**config.mk**
```make
export PLATFORM = sky130hd
export DESIGN_NAME = pe
export DESIGN_NICKNAME = d
export VERILOG_FILES = /design/src/rtl/pe_pkg.sv /design/src/rtl/pe_mac_window.sv /design/src/rtl/pe.sv
export SDC_FILE = /design/constraint.sdc
export NUM_CORES = 2
export LEC_CHECK = 0
export CAP_MARGIN = 10
export CORE_MARGIN = 2
export CORE_UTILIZATION = 23
export DETAILED_ROUTE_END_ITERATION = 8
export SLEW_MARGIN = 20
export SYNTH_ARGS = -nofsm -noshare
export SYNTH_HDL_FRONTEND = slang
export SYNTH_SLANG_ARGS = --single-unit
```
**constraint.sdc**
```tcl
create_clock -name clk -period 15 [get_ports clk]
set_clock_uncertainty 0.1 [all_clocks]
set_input_delay 4.5 -clock clk [delete_from_list [all_inputs] [get_ports clk]]
set_output_delay 4.5 -clock clk [all_outputs]
set_load 0.01 [all_outputs]
```
**src/rtl/pe_pkg.sv**
```systemverilog
// rtl/pe_pkg.sv - shared widths, slice-offset helpers and FSM state for the convolution PE
package pe_pkg;

   typedef enum logic {
      COMPUTE = 1'b0,
      DONE    = 1'b1
   } state_t;

   function automatic int out_dim(input int t, input int k);
      return t - k;
   endfunction

   function automatic int n_out(input int t, input int k);
      return (t - k) * (t - k);
   endfunction

   function automatic int acc_w(input int kw, input int iw);
      return kw + iw + 8;
   endfunction

   // Row-major within a channel, first element at the MSB end of that channel's slice.
   function automatic int kernel_off(input int ch, input int r, input int j,
                                     input int k, input int kw);
      return (ch * k * k + k * k - 1 - (r * k + j)) * kw;
   endfunction

   function automatic int input_off(input int ch, input int r, input int j,
                                    input int t, input int iw);
      return (ch * t * t + t * t - 1 - (r * t + j)) * iw;
   endfunction

   function automatic int output_off(input int y, input int x,
                                     input int od, input int aw);
      return (y * od + x) * aw;
   endfunction

endpackage

```
**src/rtl/pe_mac_window.sv**
```systemverilog
// rtl/pe_mac_window.sv - combinational K*K signed dot product of one channel window at (Y,X)
module pe_mac_window
   import pe_pkg::*;
#(
   parameter int K     = 3,
   parameter int T     = 4,
   parameter int IW    = 8,
   parameter int KW    = 8,
   parameter int ACC_W = 24,
   parameter int Y     = 0,
   parameter int X     = 0
) (
   input  logic [K*K*KW-1:0] kern,
   input  logic [T*T*IW-1:0] tile,
   output logic [ACC_W-1:0]  dot
);

   logic signed [KW-1:0]    kv;
   logic signed [IW-1:0]    iv;
   logic signed [KW+IW-1:0] prod;
   logic [ACC_W-1:0]        sum;

   always_comb begin
      kv   = '0;
      iv   = '0;
      prod = '0;
      sum  = '0;
      for (int r = 0; r < K; r++) begin
         for (int j = 0; j < K; j++) begin
            kv   = kern[kernel_off(0, r, j, K, KW) +: KW];
            iv   = tile[input_off(0, Y + r, X + j, T, IW) +: IW];
            prod = kv * iv;
            sum  = sum + {{(ACC_W-KW-IW){prod[KW+IW-1]}}, prod};
         end
      end
      dot = sum;
   end

endmodule

```
**src/rtl/pe.sv**
```systemverilog
// rtl/pe.sv - tiled multi-channel convolution PE, one channel per clock; PE_RELU_EN clamps negative results on DONE entry
module pe
   import pe_pkg::*;
#(
   parameter int KERNEL_SIZE       = 3,
   parameter int INPUT_TILE_SIZE   = 4,
   parameter int INPUT_DATA_WIDTH  = 8,
   parameter int KERNEL_DATA_WIDTH = 8,
   parameter int CHANNELS          = 3
) (
   input  logic                                                   clk,
   input  logic                                                   reset,
   input  logic [KERNEL_SIZE*KERNEL_SIZE*KERNEL_DATA_WIDTH*CHANNELS-1:0] Kernel,
   input  logic [INPUT_TILE_SIZE*INPUT_TILE_SIZE*INPUT_DATA_WIDTH*CHANNELS-1:0] inpData,
   output logic [n_out(INPUT_TILE_SIZE, KERNEL_SIZE)*acc_w(KERNEL_DATA_WIDTH, INPUT_DATA_WIDTH)-1:0] outData,
   output logic                                                   finalCompute
);

   localparam int K   = KERNEL_SIZE;
   localparam int T   = INPUT_TILE_SIZE;
   localparam int IW  = INPUT_DATA_WIDTH;
   localparam int KW  = KERNEL_DATA_WIDTH;
   localparam int OD  = out_dim(T, K);
   localparam int NO  = n_out(T, K);
   localparam int AW  = acc_w(KW, IW);
   localparam int KSL = K * K * KW;
   localparam int ISL = T * T * IW;
   localparam int CW  = (CHANNELS > 1) ? $clog2(CHANNELS) : 1;

   state_t          state_q, state_d;
   logic [CW-1:0]   ch;
   logic            last;
   logic            relu_zero;
   logic [KSL-1:0]  kern_ch;
   logic [ISL-1:0]  tile_ch;
   logic [AW-1:0]   acc    [NO];
   logic [AW-1:0]   dot    [NO];
   logic [AW-1:0]   acc_nx [NO];

`ifdef PE_RELU_EN
   assign relu_zero = 1'b1;
`else
   assign relu_zero = 1'b0;
`endif

   assign last = (ch == CW'(CHANNELS - 1));

   // Constant-index mux keeps every slice select in range for any ch value.
   always_comb begin
      kern_ch = '0;
      tile_ch = '0;
      for (int c = 0; c < CHANNELS; c++) begin
         if (ch == CW'(c)) begin
            kern_ch = Kernel[c*KSL +: KSL];
            tile_ch = inpData[c*ISL +: ISL];
         end
      end
   end

   for (genvar y = 0; y < OD; y++) begin : g_row
      for (genvar x = 0; x < OD; x++) begin : g_col
         pe_mac_window #(
            .K     (K),
            .T     (T),
            .IW    (IW),
            .KW    (KW),
            .ACC_W (AW),
            .Y     (y),
            .X     (x)
         ) u_mac (
            .kern (kern_ch),
            .tile (tile_ch),
            .dot  (dot[y*OD+x])
         );
         assign outData[output_off(y, x, OD, AW) +: AW] = acc[y*OD+x];
      end
   end

   always_comb begin
      for (int i = 0; i < NO; i++) begin
         acc_nx[i] = acc[i] + dot[i];
         if (relu_zero && last && acc_nx[i][AW-1]) begin
            acc_nx[i] = '0;
         end
      end
   end

   always_comb begin
      state_d      = state_q;
      finalCompute = 1'b0;
      case (state_q)
         COMPUTE: if (last) state_d = DONE;
         DONE:    finalCompute = 1'b1;
         default: state_d = COMPUTE;
      endcase
   end

   always_ff @(posedge clk) begin
      if (!reset) begin
         state_q <= COMPUTE;
         ch      <= '0;
         for (int i = 0; i < NO; i++) acc[i] <= '0;
      end else begin
         state_q <= state_d;
         if (state_q == COMPUTE) begin
            for (int i = 0; i < NO; i++) acc[i] <= acc_nx[i];
            if (!last) ch <= ch + 1'b1;
         end
      end
   end

endmodule

```
==> results.sh <==
export IMPL_cts_max_path_buffers=2
export IMPL_dp_hpwl_mm=106.6
export IMPL_path_buf_inv=10
export IMPL_hold_class="register to register"
export IMPL_initial_core_util_pct=23.21
export IMPL_cts_hold_buf=0
export IMPL_place_gp_congestion=0.9437
export IMPL_pin_count=627
export IMPL_cpLargestDelayFamily="adder cells"
export IMPL_clk_latency_ns=0.28
export IMPL_grt_total_usage_pct=17.36
export IMPL_cp_required_ns=14.91
export IMPL_synthArstFlopShare_pct=0
export IMPL_yosysUniqueCellTypes=56
export IMPL_fp_dieH_microns=368.7
export IMPL_syn_num_nets=5311
export IMPL_antenna_found_initial=14
export IMPL_synth_common_cells="911 x inv_1, 662 x fa_1, 610 x nor2_1"
export IMPL_synthCells=3759
export IMPL_io_buffers=458
export IMPL_yosysWarningCount=0
export IMPL_numCtsBuffers=3
export IMPL_worst_path_largest_cell_delay_ns=0.59
export IMPL_min_period_ns=14.79
export IMPL_clk_pin_slew_ns=0.09
export IMPL_ys_seq_area_share_pct=2.552
export IMPL_end_kind="register"
export IMPL_startpoint_type="input pin"
export IMPL_setup_viol=0
export IMPL_yosysMostFrequentCell="inv_1"
export IMPL_cts_sinks=27
export IMPL_ant_nets=0
export IMPL_wl_met1_mm=50.60
export IMPL_rows=133
export IMPL_synth_area_leaders="fa_1 43%, ha_1 12%, inv_1 11%"
export IMPL_yosys_area_top_type="fa_1"
export IMPL_min_period_over_period_pct=98.59
export IMPL_setup_tns_ns=0
export IMPL_wl_per_cell_microns=18.86
export IMPL_slew_viol_final=0
export IMPL_syn_area_sq_um=30590
export IMPL_die_w_microns=368.7
export IMPL_synth_edf_count=24
export IMPL_maxCapViolCount=0
export IMPL_first_pass_iters=5
export IMPL_drt_vias_per_instance=4.346
export IMPL_cp_max_fo=4
export IMPL_slew_headroom_pct=26.35
export IMPL_synthToLayoutAreaGrowth_pct=32.52
export IMPL_clockRootBuffer="clkbuf_16"
export IMPL_core_sq_um=131800
export IMPL_tightest_slew_ns=1.093
export IMPL_die_area_sq_um=135900
export IMPL_fin_nets=6027
export IMPL_drt_total_wl_mm=117.5
export IMPL_grt_pass1_vias=28660
export IMPL_grt_max_degree=98
export IMPL_grt_pass1_wl_mm=177.1
export IMPL_r2r_slack_ns=2.82
export IMPL_grt_overflow_total=0
export IMPL_drt_drc_violations_left=0
export IMPL_dp_cells=6211
export IMPL_top_layer_used="met5"
export IMPL_crit_path_frequent_cell="fa_1"
export IMPL_crit_slowest_cell="fa_2"
export IMPL_synth_top_cell_area_share_pct=43.32
export IMPL_vias=27080
export IMPL_avgSynthCellArea_sq_um=8.138
export IMPL_ys_seq_elements=27
export IMPL_drtIter0Drc=1580
export IMPL_wl_met2_mm=53.75
export IMPL_status="finished, final reports clean"
export IMPL_hold_viol=0
export IMPL_cts_tree="yes"
export IMPL_synth_flop_cell="edfxtp_1"
export IMPL_path_class="input pin to register"
export IMPL_rsz0062_at_grt="yes"
export IMPL_fillCellCount=14020
export IMPL_route_met3_wl_mm=8.584
export IMPL_fin_hold_ws_ns=0.4466
export IMPL_fmax_mhz=67.62
export IMPL_htreeDepth=1
export IMPL_drive_gt1_share_pct=12.49
export IMPL_final_core_util_pct=30.76
export IMPL_fin_cells=6230
export IMPL_cp_arrival_ns=14.70
-- kinds of logic after synthesis --
family                   Yosys count  share of synthesized area, %
AND/OR/NAND/NOR                 1092                         14.94
buffers and inverters            995                         12.23
adder cells (fa/ha/maj)          950                         55.10
AO/OA/AOI/OAI                    523                         10.21
XOR/XNOR                         169                         4.863
flip-flops                        27                         2.552
multiplexers                       3                       0.09817
-- flip-flops by register name, indices dropped and copies added, names as in the netlist --
register and flops:
state_q 1, ch 2, acc 24
-- worst reg2reg max path, delay by kind of cell (launching register included) --
kind                     cells  cell delay (ns)
AO/OA/AOI/OAI               11             2.01
XOR/XNOR                     3             0.55
adder cells (fa/ha/maj)     13             5.91
buffers and inverters       14             2.08
flip-flops                   1             0.36
AND/OR/NAND/NOR              6             0.90
-- metal layers --
metal	GRT usage, %	up-vias
met3	3.209	123
met2	28.56	797
met1	22.98	13400
met5	0	-
li1	-	12740
met4	5.440	16
-- metrics by stage --
step / cell area [sq um] / worst slack [ns]
after global routing: 40540 / -0.1469
final: 40540 / 0.2116
after global placement: 39590 / -0.8283
after floorplan: 30590 / 0.7264
after detailed placement: 39590 / -0.9028
after CTS: 39830 / 0.01485
-- repair_timing --
item                       in CTS  in global routing
setup endpoints to repair       6                  6
buffers inserted                2                 17
pin swaps                      18                120
cloned                          0                  0
gates resized for setup        32                195
-- cell type report --
type / instances / area [sq um] / share of cell area, %
antenna: 1 / 2.502 / 0.006173
clock buffer: 3 / 75.07 / 0.1852
clock inverter: 1 / 8.758 / 0.02161
inverter: 911 / 3425 / 8.448
multi-input combinational: 2737 / 26790 / 66.09
sequential: 27 / 780.7 / 1.926
tap: 1755 / 2196 / 5.417
timing repair buffer: 795 / 7258 / 17.90
-- layout by cell type (no fill, tap or decap), drive strengths merged, types with 4 or more instances in the layout --
cell type,n
a22oi,34
edfxtp,24
and2,12
buf,338
or3,4
o211ai,6
nand3,13
a31oi,4
dlymetal6s2s,21
a21oi,283
nor3,20
o2111ai,4
ha,288
clkdlybuf4s50,436
nand2,279
xor2,31
a211oi,11
nand2b,57
or2,65
xnor2,138
nor2b,22
fa,662
o21ai,74
o21a,37
o21bai,30
a21o,19
inv,912
nor2,610
-- worst paths after layout --
path                            from                        to  depth (start not counted)
setup reg to reg  ch[1]$_SDFFE_PN0P_  acc[0][23]$_SDFFCE_PN0P_                         47
hold / removal    ch[1]$_SDFFE_PN0P_        ch[1]$_SDFFE_PN0P_                          2
hold reg to reg   ch[1]$_SDFFE_PN0P_        ch[1]$_SDFFE_PN0P_                          2
setup / recovery          Kernel[57]  acc[0][23]$_SDFFCE_PN0P_                         42
Power is left out: the tool's default activity adds up to more than one toggle a clock period on the data nets, which glitch-free logic cannot reach.
